**src/rtl/blink_monitor.sv**
```systemverilog
// Purpose : measures high/low durations of an async blink input and checks each period against expected on/off times.
// Latency : sig_in edge to internal edge detect is 2-3 clk; period_valid/in_spec/len outputs register 1 clk after that.
// Backpressure: none; free-running monitor, period_valid is a 1-cycle pulse with no handshake.
//
// Ports:
//   clk          system clock, rising edge
//   rst          asynchronous active-high reset
//   sig_in       asynchronous blink input
//   level        synchronized sig_in (second synchronizer stage)
//   high_len     last completed high duration in clk cycles
//   low_len      last completed low duration in clk cycles
//   period_valid 1-cycle pulse when a full high-then-low period has been captured
//   in_spec      last captured period within +/-TOL of expected; updated with period_valid
//   stuck        no edge for TIMEOUT cycles; held until the next edge
module blink_monitor #(
    parameter int CNT_W    = 32,
    parameter int EXP_HIGH = 25000000,
    parameter int EXP_LOW  = 25000000,
    parameter int TOL      = 1000,
    parameter int TIMEOUT  = 100000000
) (
    input  logic             clk,
    input  logic             rst,
    input  logic             sig_in,
    output logic             level,
    output logic [CNT_W-1:0] high_len,
    output logic [CNT_W-1:0] low_len,
    output logic             period_valid,
    output logic             in_spec,
    output logic             stuck
);

    typedef enum logic [1:0] {
        S_IDLE,
        S_HIGH,
        S_LOW,
        S_STUCK
    } state_t;

    // Tolerance math is done one bit wider than the counters so the
    // subtraction can never wrap.
    localparam logic [CNT_W:0]   EH  = (CNT_W+1)'(EXP_HIGH);
    localparam logic [CNT_W:0]   EL  = (CNT_W+1)'(EXP_LOW);
    localparam logic [CNT_W:0]   TL  = (CNT_W+1)'(TOL);
    localparam logic [CNT_W-1:0] TMO = CNT_W'(TIMEOUT);
    localparam logic [CNT_W-1:0] ONE = CNT_W'(1);

    state_t           state;
    logic             sync1;
    logic             prev;
    logic             have_high;
    logic [CNT_W-1:0] cnt;

    logic             rise;
    logic             fall;
    logic             tmo_hit;

    logic [CNT_W:0]   hl_ext;
    logic [CNT_W:0]   ll_ext;
    logic [CNT_W:0]   dev_h;
    logic [CNT_W:0]   dev_l;
    logic             period_ok;

    assign rise    = level & ~prev;
    assign fall    = ~level & prev;
    assign tmo_hit = (cnt == TMO);

    // Evaluated on the rise that closes a period: high_len already holds the
    // captured high time, cnt is the low time being captured this cycle.
    always_comb begin
        hl_ext    = {1'b0, high_len};
        ll_ext    = {1'b0, cnt};
        dev_h     = (hl_ext >= EH) ? (hl_ext - EH) : (EH - hl_ext);
        dev_l     = (ll_ext >= EL) ? (ll_ext - EL) : (EL - ll_ext);
        period_ok = (dev_h <= TL) && (dev_l <= TL);
    end

    // Synchronizer, edge history and duration counter. The counter restarts
    // at 1 on every edge so a level lasting N cycles reads N on the edge
    // that ends it; it saturates at TIMEOUT so it can never wrap.
    always_ff @(posedge clk or posedge rst) begin
        if (rst) begin
            sync1 <= 1'b0;
            level <= 1'b0;
            prev  <= 1'b0;
            cnt   <= '0;
        end else begin
            sync1 <= sig_in;
            level <= sync1;
            prev  <= level;
            if (rise || fall) begin
                cnt <= ONE;
            end else if (!tmo_hit) begin
                cnt <= cnt + ONE;
            end
        end
    end

    // Measurement FSM. An edge always takes priority over the timeout.
    always_ff @(posedge clk or posedge rst) begin
        if (rst) begin
            state        <= S_IDLE;
            have_high    <= 1'b0;
            high_len     <= '0;
            low_len      <= '0;
            period_valid <= 1'b0;
            in_spec      <= 1'b0;
            stuck        <= 1'b0;
        end else begin
            period_valid <= 1'b0;
            case (state)
                // Level before the first edge is of unknown length: discard it.
                S_IDLE: begin
                    if (rise) begin
                        state <= S_HIGH;
                    end else if (fall) begin
                        state <= S_LOW;
                    end else if (tmo_hit) begin
                        state     <= S_STUCK;
                        stuck     <= 1'b1;
                        have_high <= 1'b0;
                    end
                end
                S_HIGH: begin
                    if (fall) begin
                        high_len  <= cnt;
                        have_high <= 1'b1;
                        state     <= S_LOW;
                    end else if (tmo_hit) begin
                        state     <= S_STUCK;
                        stuck     <= 1'b1;
                        have_high <= 1'b0;
                    end
                end
                S_LOW: begin
                    if (rise) begin
                        low_len <= cnt;
                        state   <= S_HIGH;
                        // Only a genuinely measured high makes a full period.
                        if (have_high) begin
                            period_valid <= 1'b1;
                            in_spec      <= period_ok;
                        end
                    end else if (tmo_hit) begin
                        state     <= S_STUCK;
                        stuck     <= 1'b1;
                        have_high <= 1'b0;
                    end
                end
                // Leaving STUCK: the stuck level's length is meaningless, so
                // it is not captured; the next level starts a fresh measurement.
                S_STUCK: begin
                    if (rise) begin
                        state <= S_HIGH;
                        stuck <= 1'b0;
                    end else if (fall) begin
                        state <= S_LOW;
                        stuck <= 1'b0;
                    end
                end
                default: begin
                    state <= S_IDLE;
                end
            endcase
        end
    end

endmodule
```
**config.mk**
```make
export PLATFORM = sky130hd
export DESIGN_NAME = blink_monitor
export DESIGN_NICKNAME = d
export VERILOG_FILES = /design/src/rtl/blink_monitor.sv
export SDC_FILE = /design/constraint.sdc
export NUM_CORES = 1
export LEC_CHECK = 0
export BUFFER_PORTS_ARGS = -buffer_cell sky130_fd_sc_hd__buf_2
export CAP_MARGIN = 20
export CORE_ASPECT_RATIO = 1.25
export CORE_MARGIN = 3
export CORE_UTILIZATION = 40
export CTS_CLUSTER_SIZE = 16
export DETAILED_ROUTE_END_ITERATION = 10
export PLACE_DENSITY = 0.56
export SYNTH_ARGS = -nofsm -noshare
export SYNTH_HDL_FRONTEND = slang
export SYNTH_SLANG_ARGS = --single-unit
```
**constraint.sdc**
```tcl
create_clock -name clk -period 4.2 [get_ports clk]
set_input_delay 0.42 -clock clk [delete_from_list [all_inputs] [get_ports clk]]
set_output_delay 0.42 -clock clk [all_outputs]
set_load 0.005 [all_outputs]
```
# After elaboration in Yosys (flattened, before gate mapping)
# Index checks and enable logic that the tools add are counted.
# op_classes
add_sub_neg,5
magnitude_cmp,4
n_eq_ne,9
mux,27
n_bitwise,4
n_reduce_logical,9
# op_table
op,count
"33-bit by 10-bit less-or-equal comparator with 1-bit output, second input constant",2
33-bit 2-to-1 mux,2
"25-bit by 32-bit subtractor with 33-bit output, first input constant",2
"32-bit by 25-bit subtractor with 33-bit output, second input constant",2
"32-bit by 25-bit greater-or-equal comparator with 1-bit output, second input constant",2
32-bit 2-to-1 mux,2
"32-bit by 1-bit adder with 32-bit output, second input constant",1
"32-bit by 27-bit equality test with 1-bit output, second input constant",1
1-bit 2-to-1 mux,14
2-bit 2-to-1 mux,6
2-bit case mux with 4 select lines,1
"2-bit != test, second input constant",3
3-bit AND reduction,2
"2-bit equality test, second input constant",2
1-bit case mux with 4 select lines,1
2-bit AND reduction,2
4-bit AND reduction,1
"3-bit != test, second input constant",1
1-bit case mux with 3 select lines,1
3-bit nonzero test,1
1-bit AND,2
"2-bit by 1-bit equality test with 1-bit output, second input constant",1
2-bit logical NOT,1
"2-bit by 1-bit != test with 1-bit output, second input constant",1
other kinds (3),4
# word_totals
regBits,105
inputBits,3
word_cells,69

# Longest topological paths before layout
# Gate-level depths: netlist of the first run.
# depth
depth_word,5
mapped_depth,13
depth_no_buf,11

# Worst setup path after synthesis of the first run
# Ideal clock, no wire load.
# synth_path
path_kind,reg-to-reg
startpoint,reg cnt[7]
endpoint,reg in_spec
arrival_time_ns,2.974
slack_ns,1.134
stages_incl_launch_ff,13
path_buffers,1
path_cell_list,dfrtp_1 > clkbuf_1 > inv_1 > ha_1 > or4b_1 > a31oi_2 > nor2_1 > a2111oi_0 > or3b_2 > o211ai_1 > nor4_1 > nand4_1 > o31ai_2
# synth_via
elab_chain_cells,4
# synth_lines
item,line,rtl
"start, declared",52,logic [CNT_W-1:0] cnt;
"start signal, assigned",94,cnt <= cnt + ONE;
"25-bit by 32-bit subtractor with 33-bit output, or another cell as far along",74,dev_l = (ll_ext >= EL) ? (ll_ext - EL) : (EL - ll_ext);
33-bit 2-to-1 mux (*),74,
33-bit by 10-bit less-or-equal comparator with 1-bit output (*),75,period_ok = (dev_h <= TL) && (dev_l <= TL);
1-bit logical AND (*),75,
"end signal, assigned",142,in_spec <= period_ok;
"end, declared",29,"output logic in_spec,"
# Every way passes the cells marked *; elsewhere a longest branch is shown, timed or not.
# A chain may end at the register's enable or synchronous reset.

# Worst setup path after layout of the first run
# Same ends and word-level chain as after synthesis.

==> results.sh, run 1 <==
export IMPL_numPortBuffers=70
export IMPL_cts_sinks=105
export IMPL_num_vias=6443
export IMPL_syn_mean_instance_area_sq_um=9.00
export IMPL_setup_viol_count_final=0
export IMPL_io_pins=71
export IMPL_syn_area_sq_um=7090
export IMPL_die_area_sq_um=19400
export IMPL_start_util=0.415
export IMPL_grt_max_degree=54
export IMPL_p_leak_nw=3.54
export IMPL_hold_depth=1
export IMPL_antenna_found_initial=0
export IMPL_vias_per_cell=6.11
export IMPL_fp_coreArea_sq_um=17100
export IMPL_arrival_ns=3.86
export IMPL_h_tree_depth=3
export IMPL_critPathTopFamily="compound AO/OA/AOI/OAI gates"
export IMPL_synth_seq_cells=105
export IMPL_grt_pass1_wl_mm=35.6
export IMPL_antenna_cells=0
export IMPL_gp_congestion=0.952
export IMPL_finalCriticalPeriod_ns=3.58
export IMPL_final_hold_violation_count=0
export IMPL_route_detailed_drc=0
export IMPL_drive_above_1_share=0.208
export IMPL_max_cap_violations=0
export IMPL_path_cells="inv_1, ha_1, or4b_1, a31oi_2, nor2_1, a2111oi_0, or3b_2, o211ai_1, nor4_1, nand4_1, o31ai_2"
export IMPL_r2r_cells=11
export IMPL_clockBufferDepth=2
export IMPL_wl_per_cell_microns=21.1
export IMPL_r2r_end="in_spec"
export IMPL_ant_nets=0
export IMPL_die_width_microns=125
export IMPL_cp_required_ns=4.47
export IMPL_drtIter0Drc=751
export IMPL_fmax_mhz=279
export IMPL_fp_dieH_microns=155
export IMPL_status="finished clean"
export IMPL_yosysSeqAreaShare=0.370
export IMPL_regToRegSetupSlack_ns=0.62
export IMPL_path_class="flip-flop to flip-flop"
export IMPL_clkPwrFrac=0.370
export IMPL_p_sw_w=0.000627
export IMPL_gr_total_overflow=0
export IMPL_comb_power_share=0.124
export IMPL_skew_ns=0.00953
export IMPL_dp_hpwl_mm=16.6
export IMPL_ir_drop_mv=0.195
export IMPL_firstDrtPassIters=5
export IMPL_synth_warnings=0
export IMPL_cts_tree="done"
export IMPL_swShare=0.285
export IMPL_crit_fanout=9
export IMPL_synth_edf_count=0
export IMPL_ys_flop_type="dfrtp_1"
export IMPL_rows=53
export IMPL_min_from="sig_in"
export IMPL_tightest_slew_ns=0.880
export IMPL_cts_buffers=9
export IMPL_dpl_cell_area_sq_um=7610
export IMPL_seqPwrFrac=0.506
export IMPL_power_density_nw_per_um2=279
export IMPL_clock_latency_ns=0.36
export IMPL_hold_path_class="primary input to flip-flop"
export IMPL_clkTransAtPathRegs_ns=0.08
export IMPL_yosys_cell_types_count=83
export IMPL_startpoint_type="flip-flop"
export IMPL_drt_wl_total_mm=22.2
export IMPL_nets=844
export IMPL_fin_setup_tns_ns=0
export IMPL_async_flop_share=1.00
export IMPL_r2r_start="cnt[7]"
export IMPL_end_kind="flip-flop"
export IMPL_period_share=0.853
export IMPL_critical_path_max_stage_delay_ns=0.54
export IMPL_crit_buf_inv=1
export IMPL_grt_pass1_vias=6266
export IMPL_synthToLayoutAreaGrowth_pct=11.2
export IMPL_grt_usage=0.228
export IMPL_stdcell_area_sq_um=7890
export IMPL_syn_nets=802
export IMPL_post_cts_resized=0
export IMPL_rsz0062_at_grt="false"
export IMPL_hold_buffers=0
export IMPL_syn_inst=788
export IMPL_post_cts_setup_buffers=0
export IMPL_slew_violations=0
export IMPL_root_buffer="clkbuf_16"
export IMPL_min_to="sync1"
export IMPL_crit_path_top_delay_cell="or4b_1"
export IMPL_p_int_w=0.00157
export IMPL_relSlewSlack=0.408
[worst max path at each step]
stage | slack (ns) | end | cells past startpoint | from
floorplan | 1.02 | cnt[0] | 1 | rst
global placement | 0.71 | in_spec | 9 | cnt[8]
detailed placement | 0.73 | in_spec | 9 | cnt[15]
CTS | 0.71 | in_spec | 11 | cnt[7]
global route | 0.36 | in_spec | 11 | cnt[7]
finish | 0.62 | in_spec | 11 | cnt[7]
[worst register-to-register path, stage by stage (launching register included)]
cell and delay, ns:
dfrtp_1 0.47, inv_1 0.21, ha_1 0.29, or4b_1 0.54
a31oi_2 0.44, nor2_1 0.09, a2111oi_0 0.52, or3b_2 0.22
o211ai_1 0.09, nor4_1 0.23, nand4_1 0.15, o31ai_2 0.24
[power by group through the flow]
| stage | Clock (W) | Sequential (W) | Combinational (W) |
|---|---|---|---|
| 3_5_place_dp | 0 | 0.00113 | 0.000276 |
| 6_report | 0.000814 | 0.00111 | 0.000273 |
| 2_1_floorplan | 0 | 0.00111 | 0.000189 |
| 5_1_grt | 0.000881 | 0.00112 | 0.000307 |
| 3_3_place_gp | 0 | 0.00113 | 0.000272 |
| 4_1_cts | 0.000840 | 0.00111 | 0.000277 |
[synth_stat cells (6+ instances only)]
library cell    n  area share
and4_1          7      0.0086
o221ai_1        6      0.0074
and3_1          9      0.0079
inv_1          21       0.011
a21oi_1        41       0.029
mux2_2         46       0.073
nor2b_1         7      0.0062
nor4_1          8      0.0071
nand3_1        34       0.024
buf_1           9      0.0048
and2_1         29       0.026
dfrtp_1       105        0.37
ha_1           11       0.019
buf_2           9      0.0063
o211ai_1        9      0.0095
o22ai_1         9      0.0079
o21ai_0        55       0.039
xor2_1         16       0.020
or3_1          18       0.016
nand2_1        63       0.033
nor3_1         25       0.018
nor2_1         37       0.020
a211oi_1        9      0.0095
nand4_1        13       0.011
a21o_1          6      0.0063
a21boi_0        6      0.0063
xnor2_1        34       0.042
clkbuf_1       34       0.018
[sequential cells by signal (all words and copies together), names as in the netlist]
signal and count:
level 1, in_spec 1, high_len 32, have_high 1, prev 1, stuck 1, low_len 32, period_valid 1
cnt 32, state 2, sync1 1
[cell usage in the layout (no fill, tap or decap), types with 9 or more instances in the layout]
cell type  Yosys  layout
dfrtp_1      105     105
buf_2          9      70
nand2_1       63      63
o21ai_0       55      55
mux2_2        46      46
a21oi_1       41      41
nor2_1        37      37
nand3_1       34      34
xnor2_1       34      34
and2_1        29      29
nor3_1        25      25
inv_1         21      20
or3_1         18      18
xor2_1        16      16
buf_4          1      15
nand4_1       13      13
ha_1          11      11
and3_1         9       9
a211oi_1       9       9
o211ai_1       9       9
o22ai_1        9       9
clkbuf_16      0       9
[logic make-up after synthesis]
kind of cell    share of synthesized area
xor+xnor                           0.0640
buf+inv                            0.0429
flops                               0.370
compound gates                      0.200
simple gates                        0.223
mux                                0.0801
fa+ha+maj                          0.0194
[per-stage QoR]
stage               total power [W]   util  worst slack (ns)  instances  hold WS (ns)
finish                      0.00220  0.461             0.617       1055         0.168
global route                0.00231  0.461             0.360       1055         0.153
CTS                         0.00223  0.461             0.712       1055         0.151
detailed placement          0.00141  0.445             0.733       1039         0.340
global placement            0.00140  0.445             0.707       1039         0.342
floorplan                   0.00130      -              1.02        788         0.331
[area by class of cell]
type / count / area (sq um)
repair buffers: 85 / 463
multi-input cells: 608 / 4160
clock inverters: 6 / 50.0
inverters: 21 / 81.3
well taps: 220 / 275
flip-flops and latches: 105 / 2630
fillers: 1686 / 9220
clock buffers: 10 / 229
[metal layers]
metal  wire length [microns]  global-route usage  part of all wire
met1                    9610               0.301              0.43
met2                   10800               0.380              0.49
met3                    1170              0.0385             0.053
met4                     629              0.0790             0.028
met5                       0                   0                 0
(Power assumes the default switching activity.)
==> inputs of run 2 (changes only) <==
- ABC_AREA: unset -> 1
- PLACE_DENSITY: 0.56 -> 0.55
==> run 2 against run 1 <==
  * Maximum frequency grew 8.5%
  * Sequential power about the same
  * Wire length grew 40%
  * Critical path depth is 7 higher
  * Clock skew grew 0.0036 ns
  * Critical path type unchanged
  * Non-clock buffer count decreased by 10
  * First-iteration DRC count down 15%
  * Sequential cell count unchanged
==> results.sh, run 2 <==
export IMPL_die_width_microns=138
export IMPL_antenna_cells=0
export IMPL_synth_most_common_cell="nand2_1"
export IMPL_gp_congestion=0.959
export IMPL_status="finished clean"
export IMPL_setup_ws_ns=0.898
export IMPL_path_class="flip-flop to flip-flop"
export IMPL_synth_warnings=0
export IMPL_tightest_slew_ns=0.740
export IMPL_r2r_end="in_spec"
export IMPL_post_cts_resized=0
export IMPL_relSlewSlack=0.506
export IMPL_grt_max_degree=66
export IMPL_grtUsageMet2=0.459
export IMPL_grt_usage=0.266
export IMPL_root_buffer="clkbuf_16"
export IMPL_dp_slack_ns=0.938
export IMPL_hold_path_class="primary input to async pin"
export IMPL_clkTransAtPathRegs_ns=0.08
export IMPL_ys_flop_type="dfrtp_1"
export IMPL_rows=59
export IMPL_rsz0062_at_grt="false"
export IMPL_crit_fanout=38
export IMPL_postLayoutCoreUtil=0.447
export IMPL_regToRegSetupSlack_ns=0.90
export IMPL_yosysSeqAreaShare=0.303
export IMPL_numPortBuffers=70
export IMPL_firstDrtPassIters=5
export IMPL_r2r_start="cnt[1]"
export IMPL_register_area_sq_um=2630
export IMPL_cts_buffers=9
export IMPL_r2r_cells=18
export IMPL_dp_hpwl_mm=24.7
export IMPL_final_hold_violation_count=0
export IMPL_p_leak_nw=4.82
export IMPL_largestRegisters="cnt x32, high_len x32, low_len x32"
export IMPL_h_tree_depth=3
export IMPL_fill_cells=2372
export IMPL_power_density_nw_per_um2=244
export IMPL_arrival_ns=3.60
export IMPL_syn_nets=1429
export IMPL_ant_nets=0
export IMPL_syn_inst=1415
export IMPL_antenna_found_initial=0
export IMPL_multi_input_area_sq_um=5200
export IMPL_drtIter0Drc=640
export IMPL_netlist_area_leader_share=0.303
export IMPL_layout_commonest_cell="nand2_1"
export IMPL_synth_seq_cells=105
export IMPL_wl_per_cell_microns=17.9
export IMPL_grt_pass1_wl_mm=47.9
export IMPL_gr_total_overflow=0
export IMPL_final_cell_mix="nand2_1 (495), nor2_1 (180), inv_1 (139)"
export IMPL_die_area_sq_um=23500
export IMPL_startpoint_type="flip-flop"
export IMPL_grt_use_met1=0.331
export IMPL_max_cap_violations=0
export IMPL_num_vias=9130
export IMPL_dpl_cell_area_sq_um=9150
export IMPL_grt_pass1_vias=8643
export IMPL_async_flop_share=1.00
export IMPL_io_pins=71
export IMPL_post_cts_setup_buffers=0
export IMPL_hold_buffers=0
export IMPL_drive_above_1_share=0.106
export IMPL_yosysTopAreaCell="dfrtp_1"
export IMPL_synth_common_cells="nand2_1 (497), nor2_1 (180), inv_1 (140)"
export IMPL_route_detailed_drc=0
export IMPL_ir_drop_mv=0.185
export IMPL_fp_coreArea_sq_um=21100
export IMPL_cts_sinks=105
export IMPL_drt_wl_total_mm=31.1
export IMPL_nets=1472
export IMPL_endpoint="in_spec"
export IMPL_synth_edf_count=0
export IMPL_period_share=0.786
export IMPL_cts_tree="done"
export IMPL_synthToLayoutAreaGrowth_pct=8.77
export IMPL_end_kind="flip-flop"
export IMPL_finalCriticalPeriod_ns=3.30
export IMPL_skew_ns=0.0132
export IMPL_syn_mean_instance_area_sq_um=6.14
export IMPL_netlist_top_cells_area="dfrtp_1 (30%), nand2_1 (21%), nor2_1 (7.8%)"
export IMPL_slew_violations=0
export IMPL_startpoint="cnt[1]"
export IMPL_setup_viol_count_final=0
export IMPL_grtUsageMet3=0.0338
export IMPL_stdcell_area_sq_um=9450
export IMPL_vias_per_cell=5.26
export IMPL_busiest_layer="met2"
export IMPL_fmax_mhz=303
export IMPL_yosys_cell_types_count=45
export IMPL_fin_setup_tns_ns=0
export IMPL_cp_required_ns=4.50
export IMPL_clock_latency_ns=0.37
export IMPL_fp_dieH_microns=171
export IMPL_start_util=0.411
export IMPL_clockBufferDepth=2
export IMPL_syn_area_sq_um=8690
[run 2: cell types whose count changed in the layout (fill, tap and decap cells not counted), moves of 14 or more]
| cell | before | now |
|---|---|---|
| nand2_1 | 63 | 495 |
| nor2_1 | 37 | 180 |
| inv_1 | 20 | 139 |
| nand3_1 | 34 | 106 |
| o21ai_0 | 55 | 112 |
| mux2_2 | 46 | 0 |
| xnor2_1 | 34 | 0 |
| and2_1 | 29 | 2 |
| xor2_1 | 16 | 39 |
| or3_1 | 18 | 0 |
| nand2_2 | 1 | 17 |
| nand4_1 | 13 | 27 |
[run 2: metrics by stage]
step	cells	hold slack (ns)	total power (W)
floorplan	1415	0.331	0.00136
global placement	1720	0.338	0.00148
detailed placement	1720	0.336	0.00148
CTS	1736	0.0606	0.00233
global route	1737	0.0738	0.00242
finish	1737	0.0447	0.00231
[run 2: routing by layer]
metal / up-vias / part of all wire
li1: 4582 / -
met1: 4182 / 0.42
met2: 298 / 0.49
met3: 68 / 0.048
met4: 0 / 0.039
met5: - / 0
[run 2: final cells by class]
type | instances | share of cell area
Inverter | 157 | 0.0632
Tap cell | 274 | 0.0363
Timing Repair Buffer | 75 | 0.0424
Sequential cell | 105 | 0.278
Clock buffer | 11 | 0.0246
Clock inverter | 5 | 0.00490
Multi-Input combinational cell | 1110 | 0.551
[run 2: where the power goes]
part           switching, W  internal (W)  leakage [nW]  total [W]
clock              0.000428      0.000415         0.137   0.000842
sequential        0.0000476       0.00106          1.44    0.00111
combinational      0.000249      0.000110          3.24   0.000359
total              0.000724       0.00158          4.82    0.00231
[run 2: how the worst min path moves through the flow]
| stage | from | to | slack (ns) | depth (start not counted) |
|---|---|---|---|---|
| after floorplan | sync1 | level | 0.33 | 0 |
| after global placement | sync1 | level | 0.34 | 0 |
| after detailed placement | sync1 | level | 0.34 | 0 |
| after CTS | rst | high_len[2] | 0.06 | 2 |
| after global routing | rst | high_len[2] | 0.07 | 2 |
| final | rst | high_len[2] | 0.04 | 2 |
[run 2: cell families (layout without fill, tap and decap cells)]
| group | Yosys count | after routing | share of synthesized area |
|---|---|---|---|
| fa+ha+maj | 11 | 11 | 0.0158 |
| buf+inv | 200 | 248 | 0.0993 |
| simple gates | 874 | 874 | 0.430 |
| xor+xnor | 39 | 39 | 0.0393 |
| compound gates | 186 | 186 | 0.113 |
| flops | 105 | 105 | 0.303 |
[run 2: critical path: stages, from the launching register on]
cell     delay (ns)
dfrtp_1        0.40
inv_1          0.19
ha_1           0.31
nand2_1        0.08
nor2_1         0.19
nand2_1        0.14
nor2_1         0.15
nand2_2        0.15
nand3_4        0.41
inv_2          0.25
nand2_1        0.12
nand2_1        0.05
nor2_1         0.27
nand2_1        0.12
nor2_1         0.12
nand3_1        0.07
nand2_1        0.08
nand3_1        0.07
nand2_1        0.06
